<file path="src/rtl/pipe_ctrl_pkg.sv">
// Shared types and default sizing for the pipeline hazard controller.
package pipe_ctrl_pkg;

    typedef enum logic [1:0] {
        RUN      = 2'd0,
        MEM_WAIT = 2'd1,
        ERROR    = 2'd2
    } state_t;

    localparam int DEF_CNT_W       = 16;
    localparam int DEF_MEM_TIMEOUT = 255;

    // Smallest counter width that can hold 0..max_val.
    function automatic int width_for(input int max_val);
        int w;
        w = 1;
        while ((1 << w) <= max_val) begin
            w = w + 1;
        end
        return w;
    endfunction

endpackage

</file>
<file path="src/rtl/sat_counter.sv">
// Saturating up-counter with synchronous clear; clear wins over increment.
module sat_counter #(
    parameter int WIDTH = 16
) (
    input  logic             clk,
    input  logic             rst_n,
    input  logic             inc,
    input  logic             clr,
    output logic [WIDTH-1:0] count
);

    logic at_max;

    assign at_max = &count;

    always_ff @(posedge clk or negedge rst_n) begin
        if (!rst_n) begin
            count <= '0;
        end else if (clr) begin
            count <= '0;
        end else if (inc && !at_max) begin
            count <= count + {{(WIDTH-1){1'b0}}, 1'b1};
        end
    end

endmodule

</file>
<file path="src/rtl/pipe_hazard_ctrl.sv">
// Hazard controller: load-use stalls, branch/jump flushes, data-memory wait freeze
// with timeout into a sticky error state, plus stall/flush performance counters.
module pipe_hazard_ctrl
    import pipe_ctrl_pkg::*;
#(
    parameter int CNT_W       = DEF_CNT_W,
    parameter int MEM_TIMEOUT = DEF_MEM_TIMEOUT
) (
    input  logic             clk,
    input  logic             rst_n,
    input  logic [4:0]       id_rs,
    input  logic [4:0]       id_rt,
    input  logic             id_uses_rt,
    input  logic [4:0]       ex_rt,
    input  logic             MemRead_EX,
    input  logic             Jump_EX,
    input  logic             Branch_taken_MEM,
    input  logic             MemRead_MEM,
    input  logic             MemWrite_MEM,
    input  logic             dmem_ready,
    input  logic             cnt_clr,
    output logic             PCWrite,
    output logic             IF_ID_Write,
    output logic             IF_ID_Flush,
    output logic             ID_EX_Flush,
    output logic             EX_MEM_Flush,
    output logic             Pipe_Freeze,
    output logic             mem_timeout,
    output logic [CNT_W-1:0] stall_count,
    output logic [CNT_W-1:0] flush_count
);

    localparam int WAIT_W = width_for(MEM_TIMEOUT);
    localparam logic [WAIT_W-1:0] WAIT_LIMIT = WAIT_W'(MEM_TIMEOUT);
    localparam logic [WAIT_W-1:0] WAIT_ONE   = WAIT_W'(1);

    state_t            state;
    state_t            state_nxt;
    logic [WAIT_W-1:0] wait_cnt;
    logic [WAIT_W-1:0] wait_nxt;

    logic mem_pend;
    logic load_use;
    logic freeze_now;
    logic hazard_eval;

    logic pc_write;
    logic if_id_write;
    logic if_id_flush;
    logic id_ex_flush;
    logic ex_mem_flush;
    logic pipe_freeze;

    assign mem_pend = (MemRead_MEM | MemWrite_MEM) & ~dmem_ready;

    assign load_use = MemRead_EX && (ex_rt != 5'd0) &&
                      ((ex_rt == id_rs) || (id_uses_rt && (ex_rt == id_rt)));

    always_ff @(posedge clk or negedge rst_n) begin
        if (!rst_n) begin
            state    <= RUN;
            wait_cnt <= '0;
        end else begin
            state    <= state_nxt;
            wait_cnt <= wait_nxt;
        end
    end

    // Freeze decides first; events it masks are looked at again on the release cycle.
    always_comb begin
        state_nxt   = state;
        wait_nxt    = wait_cnt;
        freeze_now  = 1'b0;
        hazard_eval = 1'b0;

        case (state)
            RUN: begin
                if (mem_pend) begin
                    freeze_now = 1'b1;
                    state_nxt  = MEM_WAIT;
                    wait_nxt   = WAIT_ONE;
                end else begin
                    hazard_eval = 1'b1;
                    wait_nxt    = '0;
                end
            end
            MEM_WAIT: begin
                if (!dmem_ready) begin
                    freeze_now = 1'b1;
                    if (wait_cnt == WAIT_LIMIT) begin
                        state_nxt = ERROR;
                    end else begin
                        wait_nxt = wait_cnt + WAIT_ONE;
                    end
                end else begin
                    hazard_eval = 1'b1;
                    state_nxt   = RUN;
                    wait_nxt    = '0;
                end
            end
            ERROR: begin
                freeze_now = 1'b1;
            end
            default: begin
                state_nxt = RUN;
                wait_nxt  = '0;
            end
        endcase
    end

    always_comb begin
        pc_write     = 1'b1;
        if_id_write  = 1'b1;
        if_id_flush  = 1'b0;
        id_ex_flush  = 1'b0;
        ex_mem_flush = 1'b0;
        pipe_freeze  = 1'b0;

        if (rst_n) begin
            if (freeze_now) begin
                pipe_freeze = 1'b1;
                pc_write    = 1'b0;
                if_id_write = 1'b0;
            end else if (hazard_eval) begin
                if (Branch_taken_MEM) begin
                    if_id_flush  = 1'b1;
                    id_ex_flush  = 1'b1;
                    ex_mem_flush = 1'b1;
                end else if (Jump_EX) begin
                    if_id_flush = 1'b1;
                    id_ex_flush = 1'b1;
                end else if (load_use) begin
                    pc_write    = 1'b0;
                    if_id_write = 1'b0;
                    id_ex_flush = 1'b1;
                end
            end
        end
    end

    assign PCWrite      = pc_write;
    assign IF_ID_Write  = if_id_write;
    assign IF_ID_Flush  = if_id_flush;
    assign ID_EX_Flush  = id_ex_flush;
    assign EX_MEM_Flush = ex_mem_flush;
    assign Pipe_Freeze  = pipe_freeze;
    assign mem_timeout  = (state == ERROR);

    sat_counter #(
        .WIDTH (CNT_W)
    ) u_stall_cnt (
        .clk   (clk),
        .rst_n (rst_n),
        .inc   (~pc_write),
        .clr   (cnt_clr),
        .count (stall_count)
    );

    sat_counter #(
        .WIDTH (CNT_W)
    ) u_flush_cnt (
        .clk   (clk),
        .rst_n (rst_n),
        .inc   (if_id_flush | id_ex_flush | ex_mem_flush),
        .clr   (cnt_clr),
        .count (flush_count)
    );

endmodule

</file>
<file path="config.mk">
export PLATFORM = sky130hd
export DESIGN_NAME = pipe_hazard_ctrl
export DESIGN_NICKNAME = d
export VERILOG_FILES = /design/src/rtl/pipe_ctrl_pkg.sv /design/src/rtl/sat_counter.sv /design/src/rtl/pipe_hazard_ctrl.sv
export SDC_FILE = /design/constraint.sdc
export NUM_CORES = 1
export LEC_CHECK = 0
export ABC_CLOCK_PERIOD_IN_PS = 2500
export CORE_MARGIN = 5
export CORE_UTILIZATION = 44
export CTS_CLUSTER_SIZE = 25
export DETAILED_ROUTE_END_ITERATION = 10
export PLACE_DENSITY = 0.81
export SLEW_MARGIN = 20
export SYNTH_ARGS = -nofsm -noshare
export SYNTH_HDL_FRONTEND = slang
export SYNTH_SLANG_ARGS = --single-unit
</file>
<file path="constraint.sdc">
create_clock -name clk -period 2.5 [get_ports clk]
set_input_delay 0.75 -clock clk [delete_from_list [all_inputs] [get_ports clk]]
set_output_delay 0.75 -clock clk [all_outputs]
set_load 0.02 [all_outputs]
</file>
---- Word-level counts from Yosys, hierarchy flattened ----
Cells that the tools add are included.
word-level totals
  logic and storage cells ................. 79
  register bits ........................... 42
  bits of input ports ..................... 25
  output and inout bits ................... 39
cells by class
  mux-type cells .......................... 41
  $add $sub $neg .......................... 3
  bitwise gates (word level) .............. 7
  reduce and logical (&&, ||, !) cells .... 16
  equality and inequality tests ........... 8
operators with widths
  kind                                           number
  2-to-1 mux 16 bit                              4
  adder 16 x 1 -> 16 bit, second input constant  2
  AND reduction 16 bit                           2
  2-to-1 mux 1 bit                               28
  case mux 8 bit (3 select lines)                1
  2-to-1 mux 8 bit                               2
  == test 5 bit                                  2
  adder 8 x 1 -> 8 bit, second input constant    1
  == test 8 bit, second input constant           1
  2-to-1 mux 2 bit                               3
  inequality test 3 bit, second input constant   2
  case mux 2 bit (3 select lines)                1
  logical AND 1 bit                              5
  nonzero test 5 bit                             1
  nonzero test 2 bit                             2
  NOT 1 bit                                      3
  OR 1 bit                                       3
  case mux 1 bit (3 select lines)                1
  AND reduction 3 bit                            1
  == test 2 x 1 -> 1 bit, second input constant  1
  == test 2 bit, second input constant           1
  zero test 1 bit                                2
  zero test 2 bit                                1
  inequality test 2 bit, second input constant   1
  other kinds (4)                                4

---- Depth between registers and ports, before layout ----
Gate-level depths: netlist (run 1).
  depth in word-level cells ............... 15
  depth in mapped cells ................... 10
  mapped depth without buffers ............ 7

---- Modules after synthesis ----
Synthesis (run 1) repeated with hierarchy kept, for this count alone.
second synthesis, totals
  cells, all modules ...................... 278
  area total of the unflattened synthesis .. 2,616.3 um^2
modules (own cells, without submodules)
  module            cells an instance  instances  seq. area each (um^2)  area an instance (um^2)
  sat_counter       95                 2          400.4                  919.6
  pipe_hazard_ctrl  88                 1          250.2                  777.0

---- Worst setup path after synthesis (run 1) ----
No wires, ideal clock.
  kind .................................... input to output
  from .................................... input ex_rt[1]
  to ...................................... output PCWrite
  path buffers ............................ 1
  slack ................................... -0.453 ns
  stages on the path ...................... 5
  arrival ................................. 2.203 ns
  cell sequence ........................... or4_1 o21ai_2 nor2b_1 a31oi_1 buf_4
between the ends
  cells in the longest elaborated chain, start to end .. 10
ends and longest elaborated chain
  item                              RTL line                RTL
  start, declared                   pipe_hazard_ctrl.sv:14  input logic [4:0] ex_rt,
  == test 5 bit                     pipe_hazard_ctrl.sv:57  ((ex_rt == id_rs) || (id_uses_rt && (ex_rt == id_rt)));
  logical AND 1 bit                 pipe_hazard_ctrl.sv:57
  logical OR 1 bit                  pipe_hazard_ctrl.sv:57
  logical AND 1 bit *               pipe_hazard_ctrl.sv:56  assign load_use = MemRead_EX && (ex_rt != 5'd0) &&
  2-to-1 mux 1 bit * (6 in series)  n/a
  end, declared                     pipe_hazard_ctrl.sv:22  output logic PCWrite,
Every way passes the cells marked *; elsewhere a longest branch is shown, timed or not.

---- Worst setup path in the final report (run 1) ----
  from .................................... input ex_rt[4]
  to ...................................... output IF_ID_Write
between the ends
  cells in the longest elaborated chain, start to end .. 10
ends and longest elaborated chain
  item                 RTL line                 RTL
  == test 5 bit        pipe_hazard_ctrl.sv:57
  logical AND 1 bit    pipe_hazard_ctrl.sv:57
  logical OR 1 bit     pipe_hazard_ctrl.sv:57
  logical AND 1 bit *  pipe_hazard_ctrl.sv:56
  2-to-1 mux 1 bit *   pipe_hazard_ctrl.sv:132  end else if (load_use) begin
  2-to-1 mux 1 bit *   pipe_hazard_ctrl.sv:129  end else if (Jump_EX) begin
  2-to-1 mux 1 bit *   pipe_hazard_ctrl.sv:125  if (Branch_taken_MEM) begin
  2-to-1 mux 1 bit *   pipe_hazard_ctrl.sv:124  end else if (hazard_eval) begin
  2-to-1 mux 1 bit *   pipe_hazard_ctrl.sv:120  if (freeze_now) begin
  2-to-1 mux 1 bit *   pipe_hazard_ctrl.sv:119  if (rst_n) begin
  end, declared        pipe_hazard_ctrl.sv:23   output logic IF_ID_Write,
Marked as above.

==> results by group, run 1 <==
Die
  – Initial Util: 45.1%
  – Std-Cell Rows: 27
  – DIE AREA: 7250 um2
  – Core area: 5510 um2
  – Num ports: 64
  – Die W: 85.2 um
  – Die height: 85.2 um

Power and ir drop
  – Switch Pwr: 374 uW
  – Pwr dens: 401 nW/um2
  – Switch share: 25.1%
  – Worst vdd ir: 0.283 mV
  – Leak: 0.00150 uW
  – Clock Power Share: 36.1%
  – Internal: 1120 uW
  – Total Power: 1490 uW
  – Flop pwr share: 46.7%
  – Logic pwr share: 17.2%

Timing
  – Final hold violation count: 0
  – WHS: 431 ps
  – Setup ws final: -206 ps
  – Skew final: 9.08 ps
  – RSZ-0062 raised after global routing: true
  – Final setup fails: 5
  – Max Transition Viols Final: 0
  – Period Utilization, post-route: 108%
  – Final Critical Period: 2710 ps
  – Setup TNS: -693 ps
  – Slew @ Worst Pin: 523 ps
  – Fmax: 369 MHz
  – Slew HR: 64.8%

Clock tree
  – CTS buffer count: 5
  – Cts hold-fix bufs: 0
  – Clk Latency, worst-skew pair: 300 ps
  – Clock Tree Root: clkbuf_8
  – H-tree depth: 2
  – CTS tree: done
  – Clock buffer depth: 2
  – CTS Sinks: 42
  – Reg clk slew, reported paths: 90 ps

Detailed routing
  – Initial DRC Count: 138
  – Via Count: 2,546
  – Via density: 5.75
  – DR WL/cell: 16.4 um
  – Antenna-violating nets left: 0
  – Router iterations before antenna repair: 4
  – # DRC: 0
  – Routed WL: 7280 um

Critical path
  – Beginning of the critical path: ex_rt[4]
  – Max stage delay cell, worst path: or4_4
  – Crit start category: input pin
  – CP max FO: 2
  – CP top delay family: simple AND/OR/NAND/NOR gates
  – Worst Path Arrival: 1960 ps
  – Critical Path End Type: output pin
  – Required @ worst endpoint: 1750 ps
  – CP Class: input pin to output pin
  – CP Cell Sequence: buf_8 > or4_4 > o21ai_4 > nor2b_4 > a31oi_4 > buf_6
  – WP buf/inv: 2
  – Max incr delay on CP: 540 ps
  – Reg-to-reg critical path startpoint: state[0]$_DFFE_PN0P_

Global route
  – Vias in the first global route: 2,606
  – First-pass GRT wire length: 12,200 um
  – Pin count of the biggest net entering global routing: 23
  – GR Util All Layers: 20.6%
  – Initial antenna violation count: 0
  – Gr ovfl total: 0

Logic synthesis
  – Leading area contributor after synthesis: dfrtp_1
  – Post-synthesis sequential area ratio: 42.3%
  – Syn nets: 300
  – Mapped cell area: 2490 um2
  – Post-Synthesis Cells: 272
  – Largest cells by area after synthesis: dfrtp_1 42%, a21oi_1 6.4%, or4_1 4.8%
  – Synth unique cells: 44
  – Synthesized flop and latch total: 42
  – FFs w/ async S/R, synth: 100%
  – Post-synth EDFFs: 0
  – Predominant post-synthesis flop cell: dfrtp_1
  – Post-synth top area share: 42.3%
  – Synth top cells by count: 42 x dfrtp_1, 32 x a21oi_1, 18 x nor2_1, 17 x nand3_1, 16 x or4_1
  – Avg Inst Size Synth: 9.14 um2
  – Synth warnings: 0
  – Cell with the most instances after synthesis: dfrtp_1

Layout
  – Layout cells sized above 1: 25.6%
  – Design area: 3720 um2
  – Layout fillers: 452
  – Antenna cells: 0
  – Area growth syn-to-layout: 49.5%
  – Final nets: 398

Run
  – Max cap viols: 0

Placement
  – Cell Area, Placed: 3400 um2
  – DP HPWL: 4980 um
  – # port buffers: 63
  – Final GP Congestion: 0.784
  – Placement Setup Slack: -1070 ps

Worst hold path
  – HP Class: input pin to async pin

Run status
  – Failing checks: setup timing
  – Status: complete, but fails checks
power groups by stage:
stage | combinational (uW) | clock, uW | sequential, uW
after CTS | 239 | 555 | 695
after global routing | 278 | 584 | 697
after global placement | 219 | 0 | 708
after floorplan | 96.2 | 0 | 712
final | 255 | 538 | 695
after detailed placement | 224 | 0 | 709
state kept, by name, summed over array words and instances (netlist names):
signal             count
u_flush_cnt.count     16
u_stall_cnt.count     16
state                  2
wait_cnt               8
area by class of cell:
type	count	area [um2]	area share [%]
sequential	42	1050	28.3
inverter	6	22.5	0.606
clock buffer	6	72.6	1.95
tap	72	90.1	2.42
clock inverter	2	37.5	1.01
multi-input combinational	210	1480	39.8
timing repair buffer	105	965	26.0
placed cells by master, fill, tap and decap left out, drive strengths merged, types with 15 or more instances in the layout:
cell           synthesis  routed
buf                   10      54
o21ai                 15      15
nand3                 17      17
o31ai                 15      15
clkdlybuf4s50          0      34
or4                   16      16
dfrtp                 42      42
a21oi                 33      33
nor2                  18      18
nand2                 15      15
timing repair:
item | 4_1_cts | 5_1_grt
gates cloned | 0 | 2
pin swaps | 19 | 20
setup buffers | 7 | 6
gates resized for setup | 93 | 25
endpoints found under the setup margin | 39 | 23
per-stage QoR:
| step | util (%) | cells |
|---|---|---|
| CTS | 65.7 | 438 |
| global route | 67.5 | 443 |
| detailed placement | 61.7 | 423 |
| floorplan | - | 272 |
| finish | 67.5 | 443 |
| global placement | 61.7 | 423 |
metal layers:
layer	wire [um]	vias to the layer above	global-route usage (%)
met5	0	-	0
met4	61	0	4.17
met3	394	7	3.50
met2	3760	72	37.1
met1	3060	1249	25.7
li1	-	1218	-
worst paths after layout:
path                                                     end  slack, ps  depth (start not counted)
setup reg to reg           u_stall_cnt.count[10]$_DFFE_PN0P_         90                         11
hold reg to reg                      wait_cnt[7]$_DFFE_PN0P_        560                          2
min in group clk                     wait_cnt[7]$_DFFE_PN0P_        560                          2
hold / removal             u_stall_cnt.count[14]$_DFFE_PN0P_        430                          2
max in group asynchronous  u_flush_cnt.count[13]$_DFFE_PN0P_       1720                          3
setup / recovery                                 IF_ID_Write       -210                          6
kinds of logic (layout without fill, tap and decap cells):
logic type / count (synthesis) / after routing / share of synthesized area (%)
flip-flops: 42 / 42 / 42.3
XOR/XNOR: 17 / 17 / 5.99
multiplexers: 5 / 5 / 2.16
adder cells (fa/ha/maj): 3 / 3 / 1.51
AO/OA/AOI/OAI: 73 / 73 / 17.9
AND/OR/NAND/NOR: 112 / 112 / 25.8
buffers and inverters: 20 / 119 / 4.38
Note: power is estimated with default switching activity, not from simulation.
==> inputs of run 2 (changes only) <==
--- a/config.mk
+++ b/config.mk
@@ -10,7 +10,7 @@
 export CORE_UTILIZATION = 44
 export CTS_CLUSTER_SIZE = 25
 export DETAILED_ROUTE_END_ITERATION = 10
-export PLACE_DENSITY = 0.81
+export PLACE_DENSITY_LB_ADDON = 0.08
 export SLEW_MARGIN = 20
 export SYNTH_ARGS = -nofsm -noshare
 export SYNTH_HDL_FRONTEND = slang
==> run 2 against run 1 <==
The flow still finishes with violations (setup timing). Cell count is 1.1% higher. Combinational power is 7% higher. Critical endpoint unchanged. Die area unchanged. Worst setup slack got worse by 17 ps. Largest power group unchanged.
==> results by group, run 2 (synthesis gave the netlist of run 1 again) <==
Detailed routing
  – Routed WL: 6970 um (-4.2%)
  – Via density: 5.62 (-2.3%)
  – Antenna-violating nets left: 0 (unchanged)
  – Initial DRC Count: 69 (-50%)
  – # DRC: 0 (unchanged)
  – DR WL/cell: 15.5 um (-5.3%)
  – Via Count: 2,516 (-1.2%)
  – Router iterations before antenna repair: 4 (unchanged)

Critical path
  – Critical Path End Type: output pin
  – CP Class: input pin to output pin
  – FF-to-FF path depth: 9 (-2)
  – CP max FO: 2 (unchanged)
  – Endpoint of the lowest-slack register-to-register path: u_stall_cnt.count[13]$_DFFE_PN0P_
  – Reg-to-reg critical path startpoint: u_stall_cnt.count[0]$_DFFE_PN0P_
  – Crit start category: input pin
  – Reg2reg setup slack: 100 ps (about the same)
  – Worst Path Arrival: 1970 ps (about the same)
  – Required @ worst endpoint: 1750 ps (about the same)

Timing
  – Slew @ Worst Pin: 453 ps (-70.4 ps)
  – Final Critical Period: 2720 ps (+16.7 ps)
  – Max Transition Viols Final: 0 (unchanged)
  – Setup ws final: -223 ps (-16.7 ps)
  – Skew final: 10.3 ps (+1.26 ps)
  – Slew HR: 69.7% (+4.8 points)
  – Final hold violation count: 0 (unchanged)
  – Final setup fails: 3 (-2)
  – Fmax: 367 MHz (-0.61%)
  – RSZ-0062 raised after global routing: true
  – Period Utilization, post-route: 109% (+0.67 points)

Die
  – Initial Util: 45.1% (unchanged)
  – Die height: 85.2 um (unchanged)
  – Core area: 5510 um2 (unchanged)
  – Std-Cell Rows: 27 (unchanged)
  – DIE AREA: 7250 um2 (unchanged)
  – Num ports: 64 (unchanged)
  – Die W: 85.2 um (unchanged)

Global route
  – GR Util All Layers: 19.3% (-1.3 points)
  – First-pass GRT wire length: 11,600 um (-5.0%)
  – Vias in the first global route: 2,550 (-2.1%)
  – Initial antenna violation count: 0 (unchanged)
  – Pin count of the biggest net entering global routing: 29 (+26%)
  – Gr ovfl total: 0 (unchanged)

Layout
  – Commonest non-fill, non-tap cell in the layout: dfrtp_1
  – Final nets: 403 (+1.3%)
  – Most frequent cells in the layout: 42 x dfrtp_1, 36 x buf_4, 34 x clkdlybuf4s50_1, 27 x a21oi_1, 17 x nand3_1
  – Antenna cells: 0 (unchanged)
  – Layout cells sized above 1: 25.8% (+0.19 points)
  – Core Util, Final: 68.6% (+1.1 points)
  – Final cell count without fillers: 448 (+1.1%)
  – Design area: 3780 um2 (+1.6%)
  – Layout fillers: 449 (-0.66%)
  – Biggest regs: u_flush_cnt.count: 16 flops, u_stall_cnt.count: 16 flops, wait_cnt: 8 flops
  – Area growth syn-to-layout: 52.0%

Power and ir drop
  – Pwr dens: 375 nW/um2 (-6.4%)
  – Worst vdd ir: 0.251 mV (-11%)
  – Total Power: 1420 uW (-4.9%)
  – Leak: 0.00153 uW (+1.9%)

Clock tree
  – Clk Latency, worst-skew pair: 300 ps (about the same)
  – Reg clk slew, reported paths: 90 ps (about the same)
  – CTS tree: done
  – CTS Sinks: 42 (unchanged)
  – H-tree depth: 2 (unchanged)
  – Clock Tree Root: clkbuf_8
  – Clock buffer depth: 2 (unchanged)
  – CTS buffer count: 5 (unchanged)
  – Cts hold-fix bufs: 0 (unchanged)

Worst hold path
  – HP Class: input pin to async pin

Placement
  – DP HPWL: 4990 um (+0.29%)
  – Final GP Congestion: 0.803 (+2.4%)
  – Inst Count DP: 428 (+1.2%)
  – # port buffers: 63 (unchanged)
  – Cell Area, Placed: 3450 um2 (+1.5%)

Run status
  – Status: complete, but fails checks
  – Failing checks: setup timing

Run
  – Max cap viols: 0 (unchanged)
run 2: cell types whose count changed in the layout (fill, tap and decap cells not counted), sizes merged:
cell	previous run	this run
buf	54	58
clkbuf	9	7
clkinv	0	2
dlygate4sd2	12	14
bufinv	1	0
clkdlybuf4s15	2	1
dlymetal6s2s	0	1
run 2: final cells by class:
class	count	area (um2)	share of cell area [%]
Clock buffer	5	68.8	1.82
Clock inverter	3	21.3	0.563
Inverter	6	22.5	0.596
Multi-Input combinational cell	210	1470	38.9
Sequential cell	42	1050	27.8
Tap cell	72	90.1	2.38
Timing Repair Buffer	110	1060	27.9
run 2: report_power, final:
group	internal (uW)	switching (uW)
Clock	197	253
Sequential	686	9.29
Combinational	146	126
Total	1030	388
run 2: worst max-delay path: stages:
cell and delay, ps:
buf_6 100, or4_4 540, o21ai_4 170, nor2b_4 60, a31oi_4 210, buf_6 150
run 2: worst max path at each step:
stage / from / end / cells after the start
global placement: ex_rt[1] / IF_ID_Write / 6
floorplan: ex_rt[1] / PCWrite / 5
detailed placement: ex_rt[1] / IF_ID_Write / 6
CTS: ex_rt[3] / IF_ID_Write / 6
global route: ex_rt[3] / IF_ID_Write / 6
finish: ex_rt[3] / IF_ID_Write / 6
run 2: repair_timing:
action	4_1_cts	5_1_grt
setup endpoints to repair	38	24
gates cloned	1	3
setup buffers	7	2
pin swaps	29	11
resized for setup	95	14
run 2: per-stage QoR:
stage / worst slack, ps / hold WS [ps] / TNS [ps]
6_report: -223 / 434 / -631
2_1_floorplan: -197 / 454 / -276
5_1_grt: -245 / 457 / -1080
3_5_place_dp: -1030 / 533 / -21130
4_1_cts: -217 / 450 / -627
3_3_place_gp: -1000 / 529 / -19280
run 2: routing by layer:
layer / part of all wire, % / up-vias / GRT usage, % / wire length [um]
li1: - / 1230 / - / -
met1: 43 / 1226 / 24.4 / 2970
met2: 53 / 53 / 33.2 / 3660
met3: 3.7 / 7 / 2.91 / 255
met4: 1.0 / 0 / 6.91 / 72
met5: 0 / - / 0 / 0
